[src/rtl/fifo_param.sv]
// Parametrised synchronous FIFO with occupancy count, almost-full/almost-empty flags and flush.
// Define FIFO_ERR_EN to add sticky io_overflow/io_underflow outputs.
module fifo_param #(
  parameter int DATA_WIDTH   = 8,
  parameter int DEPTH        = 4,
  parameter int AFULL_LEVEL  = DEPTH - 1,
  parameter int AEMPTY_LEVEL = 1,
  parameter int AW           = $clog2(DEPTH)
) (
  input  logic                  clk,
  input  logic                  reset,
  input  logic [DATA_WIDTH-1:0] io_din,
  input  logic                  io_push,
  input  logic                  io_pop,
  input  logic                  io_flush,
  output logic [DATA_WIDTH-1:0] io_dout,
  output logic                  io_empty,
  output logic                  io_full,
  output logic                  io_almost_full,
  output logic                  io_almost_empty,
`ifdef FIFO_ERR_EN
  output logic                  io_overflow,
  output logic                  io_underflow,
`endif
  output logic [AW:0]           io_count
);

  localparam logic [AW:0] PTR_ONE    = (AW+1)'(1);
  localparam logic [AW:0] AFULL_LVL  = (AW+1)'(AFULL_LEVEL);
  localparam logic [AW:0] AEMPTY_LVL = (AW+1)'(AEMPTY_LEVEL);

  logic [DATA_WIDTH-1:0] mem_q [DEPTH];
  logic [AW:0]           wr_ptr_q, wr_ptr_d;
  logic [AW:0]           rd_ptr_q, rd_ptr_d;
  logic [AW:0]           count;
  logic                  empty, full;
  logic                  push_ok, pop_ok, mem_we;

  // The extra MSB on each pointer distinguishes full from empty when the low bits match.
  assign empty = (wr_ptr_q == rd_ptr_q);
  assign full  = (wr_ptr_q[AW-1:0] == rd_ptr_q[AW-1:0]) && (wr_ptr_q[AW] != rd_ptr_q[AW]);
  assign count = wr_ptr_q - rd_ptr_q;

  always_comb begin
    pop_ok   = io_pop & ~empty;
    push_ok  = io_push & (~full | io_pop);
    mem_we   = 1'b0;
    wr_ptr_d = wr_ptr_q;
    rd_ptr_d = rd_ptr_q;
    if (io_flush) begin
      wr_ptr_d = '0;
      rd_ptr_d = '0;
    end else begin
      if (push_ok) begin
        mem_we   = 1'b1;
        wr_ptr_d = wr_ptr_q + PTR_ONE;
      end
      if (pop_ok) begin
        rd_ptr_d = rd_ptr_q + PTR_ONE;
      end
    end
  end

  always_ff @(posedge clk) begin
    if (reset) begin
      wr_ptr_q <= '0;
      rd_ptr_q <= '0;
    end else begin
      wr_ptr_q <= wr_ptr_d;
      rd_ptr_q <= rd_ptr_d;
    end
  end

  // Storage carries no reset; a write is masked while reset is high so reset fully overrides push.
  always_ff @(posedge clk) begin
    if (mem_we && !reset) begin
      mem_q[wr_ptr_q[AW-1:0]] <= io_din;
    end
  end

  assign io_dout         = mem_q[rd_ptr_q[AW-1:0]];
  assign io_empty        = empty;
  assign io_full         = full;
  assign io_count        = count;
  assign io_almost_full  = (count >= AFULL_LVL);
  assign io_almost_empty = (count <= AEMPTY_LVL);

`ifdef FIFO_ERR_EN
  logic overflow_q, overflow_d;
  logic underflow_q, underflow_d;

  always_comb begin
    overflow_d  = overflow_q;
    underflow_d = underflow_q;
    if (io_flush) begin
      overflow_d  = 1'b0;
      underflow_d = 1'b0;
    end else begin
      if (io_push && full && !io_pop) overflow_d = 1'b1;
      if (io_pop && empty) underflow_d = 1'b1;
    end
  end

  always_ff @(posedge clk) begin
    if (reset) begin
      overflow_q  <= 1'b0;
      underflow_q <= 1'b0;
    end else begin
      overflow_q  <= overflow_d;
      underflow_q <= underflow_d;
    end
  end

  assign io_overflow  = overflow_q;
  assign io_underflow = underflow_q;
`endif

endmodule

[config.mk]
export PLATFORM = sky130hd
export DESIGN_NAME = fifo_param
export DESIGN_NICKNAME = d
export VERILOG_FILES = /design/src/rtl/fifo_param.sv
export SDC_FILE = /design/constraint.sdc
export NUM_CORES = 1
export LEC_CHECK = 0
export ABC_AREA = 1
export CAP_MARGIN = 20
export CORE_ASPECT_RATIO = 0.7
export CORE_MARGIN = 2
export CORE_UTILIZATION = 55
export DETAILED_ROUTE_END_ITERATION = 7
export GPL_TIMING_DRIVEN = 0
export PLACE_DENSITY = 0.93
export SYNTH_ARGS = -nofsm -noshare
export SYNTH_HDL_FRONTEND = slang
export SYNTH_SLANG_ARGS = --single-unit
[constraint.sdc]
create_clock -name clk -period 4.7 [get_ports clk]
set_input_delay 0.47 -clock clk [delete_from_list [all_inputs] [get_ports clk]]
set_output_delay 0.47 -clock clk [all_outputs]
set_load 0.02 [all_outputs]
# Word level (Yosys, flattened, before mapping)
# Memory sizes are Yosys's and may differ from the RTL's. A register that Yosys moved wholly into a read port is not among the register bits.
# Index checks and enable logic that the tools add are counted.
[word_totals]
regBits = 6
ram_bits = 32
input_bits = 13
out_inout_bits = 15
n_memories = 1
[op_classes]
n_addsub = 3
n_lt_le_gt_ge = 2
n_eq_ne = 3
mux = 6
bitwise = 5
n_reduce_logical = 4
[mem_list]
columns = ["memory", "words", "width", "read_ports", "rd_ports_with_merged_regs", "write_ports", "line", "text"]
rows = [
  ["mem_q", 4, 8, 1, 1, 1, "32", "logic [DATA_WIDTH-1:0] mem_q [DEPTH];"],
]
[op_table]
columns = ["operator", "count"]
rows = [
  ["$add A3 B1 Y3 const B", 2],
  ["$mux W1", 4],
  ["$mux W2", 2],
  ["$eq A3 B3 Y1", 1],
  ["$ge A3 B2 Y1 const B", 1],
  ["$le A3 B1 Y1 const B", 1],
  ["$sub A3 B3 Y3", 1],
  ["$and A1 B1 Y1", 2],
  ["$eq A2 B2 Y1", 1],
  ["$logic_and A1 B1 Y1", 2],
  ["$not A1 Y1", 2],
  ["$reduce_or A2 Y1", 1],
  ["$logic_not A1 Y1", 1],
  ["$ne A1 B1 Y1", 1],
  ["$or A1 B1 Y1", 1],
]

# Longest topological paths before layout
[logic_depth]
ltp_word = 10
ltp_mapped = 8

# Least setup slack after synthesis
# OpenSTA, ideal clock, no wires.
[synth_timing]
path_type = "reg-to-output"
from = "register wr_ptr_q[0]"
to = "output io_almost_empty"
arrival_time_ns = 1.571
required_time_ns = 4.230
path_slack_ns = 2.659
stages_incl_launch_ff = 8
path_cell_list = "dfxtp_1 > inv_1 > ha_1 > inv_1 > fa_1 > xor2_2 > inv_2 > nor2_1"
[synth_via]
elab_chain_len = 2
[synth_rtl]
columns = ["item", "line", "text"]
rows = [
  ["from (decl)", "33", "logic [AW:0] wr_ptr_q, wr_ptr_d;"],
  ["from (signal assigned)", "69", "wr_ptr_q <= wr_ptr_d;"],
  ["$sub A3 B3 Y3", "42", "assign count = wr_ptr_q - rd_ptr_q;"],
  ["named net io_count[2]", "25", "output logic [AW:0] io_count"],
  ["$le A3 B1 Y1", "86", "assign io_almost_empty = (count <= AEMPTY_LVL);"],
  ["to (decl)", "20", "output logic io_almost_empty,"],
]
# The timed path passes the listed nets, and every way through them passes these cells.

# Worst setup path in the final report
[layout_timing]
from = "register wr_ptr_q[0]"
to = "output io_almost_empty"
[layout_via]
elab_chain_len = 2
[layout_rtl]
columns = ["item", "line"]
rows = [
  ["$sub A3 B3 Y3", "42"],
  ["$le A3 B1 Y1", "86"],
]
# Every way passes these cells.

==> out/metrics.csv <==
stage;metric;value;unit
outcome;status;completed;
cells_and_area;layout cell share with drive strength beyond 1;0.1064;
grt;global-route wire length before repair;5278;um
critical_path;Critical Path Start;wr_ptr_q[0];
clock_tree;CTS sink count;40;
clock_tree;Num CTS Buffers;5;
pwr;Sw Share;0.2159;
placement;DP HPWL;2437;um
critical_path;crit path DAT;2.33;ns
clock_tree;post-CTS setup buffers;0;
routing;post-route antenna net violation count;0;
grt;initial antenna violation count;0;
routing;routed len/inst;14.75;um
critical_path;Worst setup EP type;output port;
pwr;Peak VDD IR;0.0002088;V
timing;post-route setup TNS;0;ns
timing;Worst Tran Pin Value;0.7896;ns
critical_path;Critical Path RT;4.23;ns
grt;largest net degree at the start of global routing;14;
critical_path;CP max stage cell;clkdlybuf4s50_1;
routing;Initial DRC Count;85;
cells_and_area;most common cell after layout, fill and taps aside;edfxtp_1;
floorplan;Placeable Area;3084;um2
routing;Remaining DRCs;0;
clock_tree;hold_buf cts;0;
pwr;leak pwr;0.8056;nW
clock_tree;CTS tree;built;
routing;vias per std cell;5.434;
timing;post-layout min period;2.802;ns
timing;final hold vios;0;
floorplan;FP Rows;17;
timing;slew margin rel.;0.4716;
floorplan;DIE HEIGHT;51.20;um
critical_path;termination of the worst setup path;io_almost_empty;
pwr;Psw;0.1562;mW
pwr;Clk pwr share;0.374;
floorplan;Die X;71.43;um
critical_path;crit path max fanout;5;
clock_tree;Worst-Skew Late Latency;0.30;ns
grt;global-route usage over all layers;0.2004;
routing;Routed WL;3333;um
placement;placer congestion estimate;0.8124;
placement;# port buffers;27;
critical_path;RR Endpoint;mem_q[0][7];
cells_and_area;most frequent cells in the layout;32 x edfxtp_1, 27 x nor2_1, 27 x clkdlybuf4s50_1;
cells_and_area;area of the multi-input gates;545.5;um2
clock_tree;Root Buffer;clkbuf_8;
synthesis;Mapped Cells;153;
cells_and_area;Fill cells;202;
cells_and_area;FF+latch area;1121;um2
synthesis;syn avg cell area;11.44;um2
synthesis;Cell variety after synth;20;
clock_tree;Max Buffers Root-to-Sink;2;
critical_path;worst reg2reg setup slack;2.41;ns
critical_path;kind of critical path;reg2out;
timing;fin. max-slew vios;0;
critical_path;CP Launch Type;register;
critical_path;crit-path cells;inv_1 > ha_1 > inv_1 > fa_1 > xor2_2 > inv_2 > nor2_1 > clkdlybuf4s50_1;
critical_path;CP dominant cell by count;inv_1;
timing;RSZ-0062 raised after global routing;false;
timing;Tcrit/Tclk final;0.5962;
cells_and_area;Final #Nets;208;
critical_path;Crit path largest cell delay;0.60;ns
timing;Setup Viol. Count Final;0;
clock_tree;H-tree Lvls;2;
grt;total grt overflow;0;
clock_tree;CTS clk-pin slew, worst paths;0.08;ns
synthesis;Synthesis Warnings;0;
pwr;internal cell power;0.5671;mW
synthesis;Post-Syn Area;1750;um2
pwr;pwr/cell area;331.1;nW/um2
critical_path;R2R cell count;7;
cells_and_area;Core Util, Final;0.7083;
worst_hold_path;Worst Hold Class;reg2reg;
synthesis;sequential fraction of the synthesis area;0.6405;
floorplan;Die Area;3657;um2
floorplan;Initial Util;0.5675;
critical_path;worst reg2reg startpoint;wr_ptr_q[0];
synthesis;flops & latches, synth;40;
routing;1st-pass router iterations;4;
timing;Max Clock Freq;356.9;MHz
routing;via count;1228;
flow_run;Max Cap Viol;0;
grt;vias in the first global route;1177;
clock_tree;CTS-repair resized insts;0;
timing;Max Clock Skew;0.006212;ns
cells_and_area;area delta synth->final;24.80;%
synthesis;Mapped Nets;174;
pwr;Reg power frac;0.538;
pwr;Comb power frac;0.088;
floorplan;Ports;28;
cells_and_area;Antenna diodes;0;
[worst min-delay path by stage]
| stage | start | to | slack [ns] | cells after the start |
|---|---|---|---|---|
| 5_1_grt | rd_ptr_q[1] | register | 0.55 | 2 |
| 6_report | rd_ptr_q[1] | rd_ptr_q[1] | 0.53 | 2 |
| 3_3_place_gp | rd_ptr_q[1] | rd_ptr_q[1] | 0.49 | 2 |
| 3_5_place_dp | rd_ptr_q[1] | rd_ptr_q[1] | 0.50 | 2 |
| 4_1_cts | rd_ptr_q[1] | rd_ptr_q[1] | 0.51 | 2 |
| 2_1_floorplan | rd_ptr_q[1] | register | 0.47 | 2 |
[cell type report]
type | instances | area share
Sequential cell | 40 | 0.5132
Multi-Input combinational cell | 92 | 0.2497
Timing Repair Buffer | 27 | 0.1237
Clock buffer | 7 | 0.04926
Inverter | 19 | 0.03265
Tap cell | 38 | 0.02176
Buffer | 2 | 0.005727
Clock inverter | 1 | 0.004009
[worst max-delay path, delay by kind of cell (launching register included)]
family                   cells  cell delay (ns)
AND/OR/NAND/NOR              1             0.08
adder cells (fa/ha/maj)      2             0.56
XOR/XNOR                     1             0.22
buffers and inverters        4             0.82
flip-flops                   1             0.35
[logic make-up (layout without fill, tap and decap cells)]
kind of cell	after synthesis	after routing	share of synthesized area
compound gates	31	31	0.09435
xor+xnor	2	2	0.01430
fa+ha+maj	8	8	0.06147
buf+inv	21	56	0.04789
flops	40	40	0.6405
simple gates	51	51	0.1415
[Yosys cell counts (all sizes together)]
master	number	share of area
buf	2	0.0071
a21oi	7	0.020
o21ai	16	0.046
nand3	9	0.043
fa	1	0.011
edfxtp	32	0.55
nor2	27	0.058
xor2	2	0.014
ha	7	0.050
dfxtp	8	0.091
inv	19	0.041
nand2	15	0.041
o22ai	8	0.029
[power by group through the flow]
stage	logic, mW	clock network, mW	registers (mW)
2_1_floorplan	0.0312	0	0.396
3_3_place_gp	0.0604	0	0.397
3_5_place_dp	0.0637	0	0.397
4_1_cts	0.0638	0.276	0.389
5_1_grt	0.0690	0.292	0.389
6_report	0.0636	0.271	0.389
[through the flow]
step	total power [mW]	setup slack, ns	hold WS, ns	std cells	cell area (um2)
5_1_grt	0.7499	1.816	0.5477	226	2185
6_report	0.7233	1.898	0.5267	226	2185
3_3_place_gp	0.4571	2.286	0.4866	218	2068
4_1_cts	0.7283	1.880	0.5116	226	2185
2_1_floorplan	0.4275	2.659	0.4658	153	1750
3_5_place_dp	0.4607	2.207	0.4997	218	2068
[layer usage]
layer  global-route usage  up-vias  part of all wire
li1                     -      590                 -
met4               0.1132        0             0.017
met1               0.2427      601              0.42
met5                    0        -                 0
met3              0.05917        7             0.055
met2               0.3241       30              0.51
[sequential cells by signal, summed over array words and instances, names as in the netlist, named ones only]
register,cells
rd_ptr_q,3
wr_ptr_q,3
mem_q,32
(Power assumes the default switching activity.)
